**src/rtl/regfile_write_arbiter_if.sv**
```systemverilog
// Write-side bus of the register-file arbiter: primary writeback, multdiv
// handshake, the register-file write port, and hazard status.
interface regfile_write_arbiter_if #(
  parameter int DEPTH = 4
);
  localparam int CW = $clog2(DEPTH + 1);

  logic          wb_valid;
  logic [4:0]    wb_reg;
  logic [31:0]   wb_data;
  logic          wb_stall;

  logic          md_valid;
  logic          md_ready;
  logic [4:0]    md_reg;
  logic [31:0]   md_data;

  logic          ctrl_writeEnable;
  logic [4:0]    ctrl_writeReg;
  logic [31:0]   data_writeReg;

  logic [31:0]   pending_mask;
  logic [CW-1:0] fifo_count;

  // The master side is the pipeline/multdiv/regfile environment.
  modport master (
    output wb_valid, wb_reg, wb_data,
    output md_valid, md_reg, md_data,
    input  wb_stall, md_ready,
    input  ctrl_writeEnable, ctrl_writeReg, data_writeReg,
    input  pending_mask, fifo_count
  );

  modport slave (
    input  wb_valid, wb_reg, wb_data,
    input  md_valid, md_reg, md_data,
    output wb_stall, md_ready,
    output ctrl_writeEnable, ctrl_writeReg, data_writeReg,
    output pending_mask, fifo_count
  );
endinterface

```
**src/rtl/regfile_write_arbiter.sv**
```systemverilog
// Merges single-cycle writeback (priority) and buffered multdiv results onto
// the one register-file write port, with starvation relief for the FIFO.
module regfile_write_arbiter #(
  parameter int DEPTH        = 4,
  parameter int STARVE_LIMIT = 8
) (
  input  logic                   clock,
  input  logic                   ctrl_reset,
  regfile_write_arbiter_if.slave bus
);
  localparam int PW = (DEPTH > 1) ? $clog2(DEPTH) : 1;
  localparam int CW = $clog2(DEPTH + 1);
  localparam int SW = $clog2(STARVE_LIMIT + 1);
  localparam logic [CW-1:0] FULL_COUNT = CW'(DEPTH);
  localparam logic [SW-1:0] STARVE_MAX = SW'(STARVE_LIMIT);

  typedef struct packed {
    logic [4:0]  rd;
    logic [31:0] data;
  } entry_t;

  entry_t           fifoMem [DEPTH];
  logic [DEPTH-1:0] entryValid;
  logic [PW-1:0]    headPtr;
  logic [PW-1:0]    tailPtr;
  logic [CW-1:0]    fifoCount;

  logic [SW-1:0]    starveCnt;
  logic [SW-1:0]    starveInc;
  logic             wbStall;

  logic             writeEnable;
  logic [4:0]       writeReg;
  logic [31:0]      writeData;
  logic [31:0]      pendMask;

  logic             fifoEmpty;
  logic             mdReady;
  logic             mdAccept;
  logic             fifoPush;
  logic             fifoPop;
  logic             wbGrant;

  // Readiness looks only at registered occupancy: no pass-through when full.
  assign fifoEmpty = (fifoCount == '0);
  assign mdReady   = !ctrl_reset && (fifoCount < FULL_COUNT);
  assign mdAccept  = bus.md_valid && mdReady;
  assign fifoPush  = mdAccept && (bus.md_reg != 5'd0);
  assign wbGrant   = bus.wb_valid && (bus.wb_reg != 5'd0) && !wbStall;
  assign fifoPop   = !wbGrant && !fifoEmpty;
  assign starveInc = starveCnt + SW'(1);

  // Pointer/occupancy bookkeeping; push and pop never hit the same slot
  // because pop needs a non-empty FIFO and push needs a non-full one.
  always_ff @(posedge clock) begin
    if (ctrl_reset) begin
      headPtr    <= '0;
      tailPtr    <= '0;
      fifoCount  <= '0;
      entryValid <= '0;
    end else begin
      if (fifoPush) begin
        tailPtr             <= tailPtr + PW'(1);
        entryValid[tailPtr] <= 1'b1;
      end
      if (fifoPop) begin
        headPtr             <= headPtr + PW'(1);
        entryValid[headPtr] <= 1'b0;
      end
      case ({fifoPush, fifoPop})
        2'b10:   fifoCount <= fifoCount + CW'(1);
        2'b01:   fifoCount <= fifoCount - CW'(1);
        default: fifoCount <= fifoCount;
      endcase
    end
  end

  always_ff @(posedge clock) begin
    if (fifoPush) fifoMem[tailPtr] <= '{rd: bus.md_reg, data: bus.md_data};
  end

  // Idle cycles keep the last address/data so the port only toggles enable.
  always_ff @(posedge clock) begin
    if (ctrl_reset) begin
      writeEnable <= 1'b0;
      writeReg    <= '0;
      writeData   <= '0;
    end else if (wbGrant) begin
      writeEnable <= 1'b1;
      writeReg    <= bus.wb_reg;
      writeData   <= bus.wb_data;
    end else if (fifoPop) begin
      writeEnable <= 1'b1;
      writeReg    <= fifoMem[headPtr].rd;
      writeData   <= fifoMem[headPtr].data;
    end else begin
      writeEnable <= 1'b0;
    end
  end

  always_ff @(posedge clock) begin
    if (ctrl_reset) begin
      starveCnt <= '0;
      wbStall   <= 1'b0;
    end else begin
      wbStall <= 1'b0;
      if (fifoPop || fifoEmpty) begin
        starveCnt <= '0;
      end else if (wbGrant) begin
        if (starveInc == STARVE_MAX) begin
          starveCnt <= '0;
          wbStall   <= 1'b1;
        end else begin
          starveCnt <= starveInc;
        end
      end
    end
  end

  always_comb begin
    pendMask = '0;
    for (int i = 0; i < DEPTH; i++) begin
      if (entryValid[i]) pendMask[fifoMem[i].rd] = 1'b1;
    end
  end

  assign bus.md_ready         = mdReady;
  assign bus.wb_stall         = wbStall;
  assign bus.ctrl_writeEnable = writeEnable;
  assign bus.ctrl_writeReg    = writeReg;
  assign bus.data_writeReg    = writeData;
  assign bus.pending_mask     = pendMask;
  assign bus.fifo_count       = fifoCount;
endmodule

```
**src/flat_wrapper.sv**
```systemverilog
// flat-port wrapper written by rule: the top's interface ports become plain ports
module regfile_write_arbiter_flat 
#(
  parameter int DEPTH        = 4,
  parameter int STARVE_LIMIT = 8
)
  (clock, ctrl_reset, bus_wb_valid, bus_wb_reg, bus_wb_data, bus_md_valid, bus_md_reg, bus_md_data, bus_wb_stall, bus_md_ready, bus_ctrl_writeEnable, bus_ctrl_writeReg, bus_data_writeReg, bus_pending_mask, bus_fifo_count);
  regfile_write_arbiter_if #(.DEPTH(DEPTH)) bus_i ();
  input  logic clock;
  input  logic ctrl_reset;
  input wire logic [$bits(bus_i.wb_valid)-1:0] bus_wb_valid;
  input wire logic [$bits(bus_i.wb_reg)-1:0] bus_wb_reg;
  input wire logic [$bits(bus_i.wb_data)-1:0] bus_wb_data;
  input wire logic [$bits(bus_i.md_valid)-1:0] bus_md_valid;
  input wire logic [$bits(bus_i.md_reg)-1:0] bus_md_reg;
  input wire logic [$bits(bus_i.md_data)-1:0] bus_md_data;
  output wire logic [$bits(bus_i.wb_stall)-1:0] bus_wb_stall;
  output wire logic [$bits(bus_i.md_ready)-1:0] bus_md_ready;
  output wire logic [$bits(bus_i.ctrl_writeEnable)-1:0] bus_ctrl_writeEnable;
  output wire logic [$bits(bus_i.ctrl_writeReg)-1:0] bus_ctrl_writeReg;
  output wire logic [$bits(bus_i.data_writeReg)-1:0] bus_data_writeReg;
  output wire logic [$bits(bus_i.pending_mask)-1:0] bus_pending_mask;
  output wire logic [$bits(bus_i.fifo_count)-1:0] bus_fifo_count;
  assign bus_i.wb_valid = bus_wb_valid;
  assign bus_i.wb_reg = bus_wb_reg;
  assign bus_i.wb_data = bus_wb_data;
  assign bus_i.md_valid = bus_md_valid;
  assign bus_i.md_reg = bus_md_reg;
  assign bus_i.md_data = bus_md_data;
  assign bus_wb_stall = bus_i.wb_stall;
  assign bus_md_ready = bus_i.md_ready;
  assign bus_ctrl_writeEnable = bus_i.ctrl_writeEnable;
  assign bus_ctrl_writeReg = bus_i.ctrl_writeReg;
  assign bus_data_writeReg = bus_i.data_writeReg;
  assign bus_pending_mask = bus_i.pending_mask;
  assign bus_fifo_count = bus_i.fifo_count;
  regfile_write_arbiter #(.DEPTH(DEPTH), .STARVE_LIMIT(STARVE_LIMIT)) u_core (.clock(clock), .ctrl_reset(ctrl_reset), .bus(bus_i));
endmodule
```
**config.mk**
```make
export PLATFORM = sky130hd
export DESIGN_NAME = regfile_write_arbiter_flat
export DESIGN_NICKNAME = d
export VERILOG_FILES = /design/src/rtl/regfile_write_arbiter_if.sv /design/src/rtl/regfile_write_arbiter.sv /design/src/flat_wrapper.sv
export SDC_FILE = /design/constraint.sdc
export NUM_CORES = 1
export LEC_CHECK = 0
export BUFFER_PORTS_ARGS = -buffer_cell sky130_fd_sc_hd__clkbuf_2
export CAP_MARGIN = 20
export CORE_MARGIN = 2
export CORE_UTILIZATION = 45
export DETAILED_ROUTE_END_ITERATION = 7
export PLACE_DENSITY = 0.65
export SYNTH_ARGS = -nofsm -noshare
export SYNTH_HDL_FRONTEND = slang
export SYNTH_SLANG_ARGS = --single-unit
```
**constraint.sdc**
```tcl
create_clock -name clock -period 5.45 [get_ports clock]
set_clock_uncertainty 0.15 [all_clocks]
set_input_delay 0.8175 -clock clock [delete_from_list [all_inputs] [get_ports clock]]
set_output_delay 0.8175 -clock clock [all_outputs]
set_load 0.02 [all_outputs]
```
==> reports/summary.log, run 1 <==
qor: detailed_routing.post-route-drc-count 0
qor: detailed_routing.vias 6234
qor: synthesis.post_synth_edffs 148
qor: sta.final.min_clock_period 3.32 ns
qor: detailed_routing.ant_nets 0
qor: placement.io_buffer_count 152
qor: setup_path.critPathCaptureType register
qor: clock_tree.tritoncts built
qor: power.intPower 3.04 mW
qor: setup_path.critPathKind in -> reg
qor: floorplan.io_pins 153
qor: power.pwr-share-clk 33.1%
qor: detailed_routing.wl_per_cell 21.0 um
qor: finish.fillers 1657
qor: finish.design_area 0.0106 mm^2
qor: sta.finalHoldViolCount 0
qor: power.total_switching_power 1.28 mW
qor: power.leakage 3.74 nW
qor: clock_tree.clockBufferDepth 3
qor: global_routing.antenna_found_initial 0
qor: finish.syn_to_final_growth 18.5%
qor: power.sw_frac_of_total 29.6%
qor: global_routing.all_layer_gr_usage 21.2%
qor: floorplan.die_width 145 um
qor: clock_tree.postCtsResizedCells 0
qor: hold_path.holdCritPathClass reg -> reg
qor: clock_tree.clk_pin_slew 0.06 ns
qor: synthesis.synth_fp_nets 750
qor: synthesis.yosysUniqueCellTypes 46
qor: placement.dpl-instance-area 0.00984 mm^2
qor: sta.period_share 61.0%
qor: sta.setup_repair_after_global_routing_missed_its_margin no
qor: synthesis.synth.yosys.warnings 0
qor: floorplan.floorplan.rows 51
qor: synthesis.synth_sequential_area_ratio 62.2%
qor: floorplan.fp.dieArea 0.0210 mm^2
qor: floorplan.die-height 145 um
qor: clock_tree.inserted_clock_buffers 22
qor: detailed_routing.detail_route.vias_per_cell 5.77
qor: global_routing.grt_pass1_vias 6381
qor: sta.finalSetupViolations 0
qor: synthesis.synth_async_sr_flop_share 0%
qor: floorplan.coreArea 0.0195 mm^2
qor: synthesis.ys.flop_type sky130_fd_sc_hd__edfxtp_1
qor: global_routing.grt-ovfl-total 0
qor: finish.final_net_count 888
qor: sta.max_slew.worst_pin.slew 1.06 ns
qor: sta.maxClockFrequency 301 MHz
qor: placement.globalplace.congestion 0.922
qor: setup_path.worst_setup_path_start_kind primary input
qor: synthesis.synth_cells 661
qor: detailed_routing.drt-pass1-iter-count 5
qor: clock_tree.worstSkewPairLatency 0.49 ns
qor: finish.final_layout_size_suffix_gt1_share 30.7%
qor: sta.fin_setup_tns 0 ns
qor: sta.normalized_max_slew_margin 29.3%
qor: flow_run.max-cap-violations 0
qor: synthesis.ys_ff_latch 204
qor: finish.multi_input_combinational_cell_area 0.00312 mm^2
qor: sta.slew_viol_final 0
qor: power.combPwrFrac 22.8%
qor: placement.dpl.hpwl 14900 um
qor: outcome.run_status complete, no violations
qor: synthesis.syn_avg_cell_area 13.5 um^2
qor: finish.final-seq-area 0.00557 mm^2
qor: setup_path.worst-path-max-fanout 38
qor: detailed_routing.drt_iter0_drc 497
qor: clock_tree.clock_tree.root_cell sky130_fd_sc_hd__clkbuf_16
qor: setup_path.critical_path_required 5.72 ns
qor: global_routing.global_route_wire_length_before_repair 35300 um
qor: clock_tree.count_of_h_tree_levels_built_during_cts 1
qor: detailed_routing.totalWireLength 22700 um
qor: synthesis.post_synth_instance_area 0.00894 mm^2
qor: clock_tree.clock_sinks 204
qor: clock_tree.post-cts-setup-buffer-count 0
qor: clock_tree.cts_hold_buf 0
qor: power.power.sequential.fraction 44.1%
qor: power.cellPowerDensity 408 mW/mm^2
qor: floorplan.floorplan.initialDensity 46.0%
qor: setup_path.critical_path_arrival 3.59 ns
qor: finish.antenna-diode-count 0
qor: power.power.ir.vdd_worst 0.267 mV
qor: global_routing.grt_max_degree 52
final timing paths:
| kind | from | endpoint | slack [ns] | depth (start not counted) |
|---|---|---|---|---|
| worst max-delay path | bus_wb_reg[0] | u_core.bus.fifo_count[2] | 2.13 | 10 |
| worst min-delay path | u_core.starveCnt[2] | u_core.bus.wb_stall | 0.35 | 2 |
| worst max register to register | u_core.bus.wb_stall | u_core.bus.fifo_count[2] | 2.58 | 9 |
| worst min register to register | u_core.starveCnt[2] | u_core.bus.wb_stall | 0.35 | 2 |
cell usage in the layout (no fill, tap or decap), types with 2 or more instances in the layout:
cell	n
sky130_fd_sc_hd__a211oi_1	39
sky130_fd_sc_hd__a21oi_1	50
sky130_fd_sc_hd__a221o_1	16
sky130_fd_sc_hd__a22oi_1	14
sky130_fd_sc_hd__and2_2	4
sky130_fd_sc_hd__and3_1	6
sky130_fd_sc_hd__and3b_1	7
sky130_fd_sc_hd__buf_4	3
sky130_fd_sc_hd__clkbuf_1	9
sky130_fd_sc_hd__clkbuf_16	24
sky130_fd_sc_hd__clkbuf_2	152
sky130_fd_sc_hd__clkinv_1	3
sky130_fd_sc_hd__dfxtp_1	54
sky130_fd_sc_hd__dfxtp_2	2
sky130_fd_sc_hd__edfxtp_1	148
sky130_fd_sc_hd__ha_1	10
sky130_fd_sc_hd__inv_1	10
sky130_fd_sc_hd__mux2_2	2
sky130_fd_sc_hd__mux4_2	37
sky130_fd_sc_hd__nand2_1	54
sky130_fd_sc_hd__nand3_1	9
sky130_fd_sc_hd__nand3b_1	10
sky130_fd_sc_hd__nor2_1	61
sky130_fd_sc_hd__nor3_1	2
sky130_fd_sc_hd__nor3b_1	10
sky130_fd_sc_hd__o211ai_1	4
sky130_fd_sc_hd__o21ai_0	2
sky130_fd_sc_hd__o221ai_1	12
sky130_fd_sc_hd__o22ai_1	16
sky130_fd_sc_hd__or2_2	6
sky130_fd_sc_hd__or3_1	4
sky130_fd_sc_hd__or3b_2	7
sky130_fd_sc_hd__or4_1	2
sky130_fd_sc_hd__xnor2_1	3
sky130_fd_sc_hd__xor2_1	2
sequential cells by signal (all words and copies together), names as in the netlist, named ones only:
register and flops:
u_core.bus.wb_stall 1, u_core.bus.fifo_count 3, u_core.fifoMem 148, u_core.entryValid 4, u_core.starveCnt 4, u_core.bus.ctrl_writeEnable 1
u_core.bus.data_writeReg 32, u_core.bus.ctrl_writeReg 5, u_core.tailPtr 2, u_core.headPtr 2
per-stage QoR:
| stage | hold WS, ns | total power, mW | cells | util, % | setup WS (ns) |
|---|---|---|---|---|---|
| 3_3_place_gp | 0.303 | 2.91 | 1038 | 50.6 | 1.76 |
| 4_1_cts | 0.348 | 4.37 | 1078 | 54.2 | 2.18 |
| 5_1_grt | 0.371 | 4.54 | 1080 | 54.4 | 1.99 |
| 3_5_place_dp | 0.342 | 2.93 | 1038 | 50.6 | 1.66 |
| 2_1_floorplan | 0.293 | 2.62 | 661 | - | 2.15 |
| 6_report | 0.348 | 4.32 | 1080 | 54.4 | 2.13 |
Yosys cell counts, types with 2 or more instances:
cell type	count	area, um^2
sky130_fd_sc_hd__or2_2	6	37.5
sky130_fd_sc_hd__dfxtp_1	56	1120
sky130_fd_sc_hd__nor2_1	61	229
sky130_fd_sc_hd__xnor2_1	3	26.3
sky130_fd_sc_hd__nand2_1	54	203
sky130_fd_sc_hd__nand3b_1	10	75.1
sky130_fd_sc_hd__or3b_2	7	61.3
sky130_fd_sc_hd__a211oi_1	39	293
sky130_fd_sc_hd__o22ai_1	16	100
sky130_fd_sc_hd__and3b_1	7	61.3
sky130_fd_sc_hd__nor3_1	3	15.0
sky130_fd_sc_hd__or3_1	5	31.3
sky130_fd_sc_hd__buf_4	3	22.5
sky130_fd_sc_hd__mux4_2	37	833
sky130_fd_sc_hd__nor3b_1	10	75.1
sky130_fd_sc_hd__a21oi_1	50	250
sky130_fd_sc_hd__ha_1	10	125
sky130_fd_sc_hd__o21ai_0	2	10.0
sky130_fd_sc_hd__mux2_2	2	22.5
sky130_fd_sc_hd__nand3_1	9	45.0
sky130_fd_sc_hd__or4_1	2	15.0
sky130_fd_sc_hd__and2_1	5	31.3
sky130_fd_sc_hd__clkbuf_1	28	105
sky130_fd_sc_hd__buf_2	4	20.0
sky130_fd_sc_hd__o211ai_1	4	30.0
sky130_fd_sc_hd__buf_6	7	78.8
sky130_fd_sc_hd__xor2_1	2	17.5
sky130_fd_sc_hd__and3_1	6	37.5
sky130_fd_sc_hd__inv_1	10	37.5
sky130_fd_sc_hd__a22oi_1	14	105
sky130_fd_sc_hd__a221o_1	16	160
sky130_fd_sc_hd__o221ai_1	12	105
sky130_fd_sc_hd__edfxtp_1	148	4440
power by group through the flow:
stage | clock network (mW) | logic (mW) | registers, mW
after floorplan | 0 | 0.655 | 1.96
after global placement | 0 | 0.978 | 1.93
after detailed placement | 0 | 0.993 | 1.94
after CTS | 1.46 | 0.997 | 1.91
after global routing | 1.54 | 1.08 | 1.92
final | 1.43 | 0.987 | 1.91
worst max-delay path, stage by stage:
cell,delay [ns]
sky130_fd_sc_hd__clkbuf_2,0.10
sky130_fd_sc_hd__or4_4,0.55
sky130_fd_sc_hd__o21a_2,0.49
sky130_fd_sc_hd__nor2_2,0.32
sky130_fd_sc_hd__ha_1,0.24
sky130_fd_sc_hd__inv_1,0.06
sky130_fd_sc_hd__fa_1,0.37
sky130_fd_sc_hd__xor2_1,0.15
sky130_fd_sc_hd__or3_1,0.31
sky130_fd_sc_hd__a21oi_1,0.16
area by class of cell:
cell class / count / area share (%)
Tap cell: 265 / 3.13
Clock inverter: 6 / 0.520
Clock buffer: 34 / 6.12
Sequential cell: 204 / 52.6
Timing Repair Buffer: 157 / 7.84
Inverter: 10 / 0.354
Multi-Input combinational cell: 404 / 29.5
routing by layer:
metal	global-route usage [%]	wire length, um	up-vias	share of wire, %
met5	0	0	-	0
li1	-	-	2866	-
met2	36.9	11600	218	51
met3	3.02	1260	40	5.6
met1	27.8	9380	3110	41
met4	6.24	404	0	1.8
kinds of logic after synthesis:
group	Yosys count	synth area share, %
DFF	204	62.2
and+or+nand+nor	188	10.5
AOI/OAI and AO/OA	161	12.6
buffers and inverters	53	2.99
muxes	39	9.57
adders and majority gates	11	1.62
xor gates and xnor gates	5	0.490
(Power assumes the default switching activity.)
==> run 2, diff against run 1 <==
==> constraint.sdc (replaced) <==
create_clock -name clock -period 3.4 [get_ports clock]
set_clock_uncertainty 0.15 [all_clocks]
set_input_delay 0.51 -clock clock [delete_from_list [all_inputs] [get_ports clock]]
set_output_delay 0.51 -clock clock [all_outputs]
set_load 0.02 [all_outputs]
==> reports/summary.log, run 2 (synthesis gave the netlist of run 1 again) <==
qor: finish.mostFrequentLayoutCell sky130_fd_sc_hd__clkbuf_2
qor: placement.post-place-cells 1043
qor: setup_path.rr_worst_depth 3
qor: setup_path.worst_setup_path_start_kind register
qor: detailed_routing.drt_iter0_drc 558
qor: floorplan.io_pins 153
qor: setup_path.critical_path_arrival 2.23 ns
qor: sta.fin_setup_tns 0 ns
qor: sta.period_share 85.1%
qor: setup_path.worstPathCellList nor3b_1 -> a22oi_1 -> o221ai_1 -> clkbuf_2
qor: finish.largest_register_ff_count 148
qor: clock_tree.inserted_clock_buffers 23
qor: clock_tree.worstSkewPairLatency 0.50 ns
qor: hold_path.timing.hold.worst_path_depth 1
qor: floorplan.coreArea 0.0195 mm^2
qor: detailed_routing.wl_per_cell 21.4 um
qor: global_routing.grt-ovfl-total 0
qor: power.totalPowerFinal 6.86 mW
qor: hold_path.holdCritPathClass in -> reg
qor: sta.final.min_clock_period 2.89 ns
qor: detailed_routing.post-route-drc-count 0
qor: finish.layout.core_utilization 54.2%
qor: setup_path.slowest_stage sky130_fd_sc_hd__nor3b_1
qor: detailed_routing.vias 6373
qor: clock_tree.clockBufferDepth 3
qor: clock_tree.count_of_h_tree_levels_built_during_cts 1
qor: power.power.ir.vdd_worst 0.515 mV
qor: finish.fillers 1651
qor: placement.io_buffer_count 152
qor: floorplan.fp.dieArea 0.0210 mm^2
qor: finish.final_net_count 892
qor: global_routing.grt_pass1_vias 6503
qor: finish.final_layout_size_suffix_gt1_share 30.9%
qor: clock_tree.postCtsResizedCells 0
qor: detailed_routing.drt-pass1-iter-count 5
qor: sta.setup_repair_after_global_routing_missed_its_margin no
qor: placement.dpl.hpwl 15700 um
qor: sta.max_slew.worst_pin.slew 1.04 ns
qor: detailed_routing.ant_nets 0
qor: sta.finalSetupViolations 0
qor: floorplan.die-height 145 um
qor: detailed_routing.totalWireLength 23200 um
qor: finish.antenna-diode-count 0
qor: global_routing.antenna_found_initial 1
qor: setup_path.critical_path_required 2.74 ns
qor: finish.syn_to_final_growth 18.0%
qor: detailed_routing.detail_route.vias_per_cell 5.88
qor: sta.normalized_max_slew_margin 30.7%
qor: sta.finalHoldViolCount 0
qor: global_routing.grt_max_degree 52
qor: hold_path.hold_path_end u_core.fifoMem[0][31]
qor: clock_tree.tritoncts built
qor: floorplan.floorplan.rows 51
qor: clock_tree.post-cts-setup-buffer-count 0
qor: clock_tree.cts_hold_buf 0
qor: finish.top_reg_by_flops u_core.fifoMem
qor: setup_path.worst-path-max-fanout 8
qor: setup_path.timing.rr.start u_core.bus.fifo_count[2]
qor: setup_path.crit_path_max_incr_delay 0.75 ns
qor: flow_run.max-cap-violations 0
qor: power.cellPowerDensity 650 mW/mm^2
qor: placement.globalplace.congestion 0.918
qor: clock_tree.clk_pin_slew 0.06 ns
qor: hold_path.hp-start bus_md_data[31]
qor: clock_tree.clock_tree.root_cell sky130_fd_sc_hd__clkbuf_16
qor: floorplan.floorplan.initialDensity 46.0%
qor: power.leakage 3.72 nW
qor: finish.layout.cells.most_common_list sky130_fd_sc_hd__clkbuf_2 (152), sky130_fd_sc_hd__edfxtp_1 (148), sky130_fd_sc_hd__nor2_1 (61)
qor: sta.maxClockFrequency 346 MHz
qor: finish.finish.cell_count_without_fillers 1084
qor: floorplan.die_width 145 um
qor: global_routing.global_route_wire_length_before_repair 36000 um
qor: setup_path.critPathKind reg -> out
qor: setup_path.ff2ff_setup_slack 0.96 ns
qor: clock_tree.clock_sinks 204
qor: outcome.run_status complete, no violations
qor: setup_path.critPathCaptureType primary output
qor: global_routing.all_layer_gr_usage 21.5%
qor: setup_path.r2r-end u_core.fifoMem[3][21]
qor: sta.slew_viol_final 0
## run 2: critical path, delay by kind of cell (launching register included)
| kind | cells | cell delay (ns) |
|---|---|---|
| DFF | 1 | 0.49 |
| and+or+nand+nor | 1 | 0.75 |
| buffers and inverters | 1 | 0.22 |
| AOI/OAI and AO/OA | 2 | 0.29 |
## run 2: per-layer routing
layer  global-route usage [%]  up-vias  wire, um
met3                     3.18       55      1300
met1                     28.6     3200      9740
met4                     6.44        2       627
met5                        0        -         8
li1                         -     2876         -
met2                     36.9      240     11500
## run 2: worst max-delay path by stage
stage	slack (ns)	to	startpoint
after floorplan	0.41	u_core.fifoMem[0][0]	ctrl_reset
after global placement	0.35	u_core.bus.fifo_count[2]	bus_md_reg[0]
after detailed placement	0.26	u_core.bus.fifo_count[2]	bus_md_reg[0]
after CTS	0.50	bus_pending_mask[8]	u_core.fifoMem[3][32]
after global routing	0.39	bus_pending_mask[8]	u_core.fifoMem[3][33]
final	0.51	bus_pending_mask[28]	u_core.fifoMem[3][33]
## run 2: report_power, final
part	switching, mW	internal, mW	leakage, nW	total [mW]
clock	0.923	1.28	0.316	2.20
combinational	0.997	0.604	1.60	1.60
sequential	0.176	2.88	1.81	3.06
total	2.10	4.77	3.72	6.86
## run 2: final cells by class
cell class | count | area (um^2) | share of cell area [%]
Timing Repair Buffer | 160 | 821 | 7.78
Clock buffer | 34 | 627 | 5.94
Multi-Input combinational cell | 404 | 3120 | 29.6
Tap cell | 265 | 332 | 3.14
Inverter | 10 | 37.5 | 0.356
Sequential cell | 204 | 5570 | 52.8
Clock inverter | 7 | 43.8 | 0.415
## run 2: per-stage QoR
stage | setup WS [ns] | instance area (um^2) | hold WS (ns)
floorplan | 0.411 | 8940 | 0.293
global placement | 0.350 | 9880 | 0.303
finish | 0.506 | 10600 | 0.0730
detailed placement | 0.257 | 9880 | 0.330
global route | 0.388 | 10600 | 0.0639
CTS | 0.498 | 10600 | 0.0540
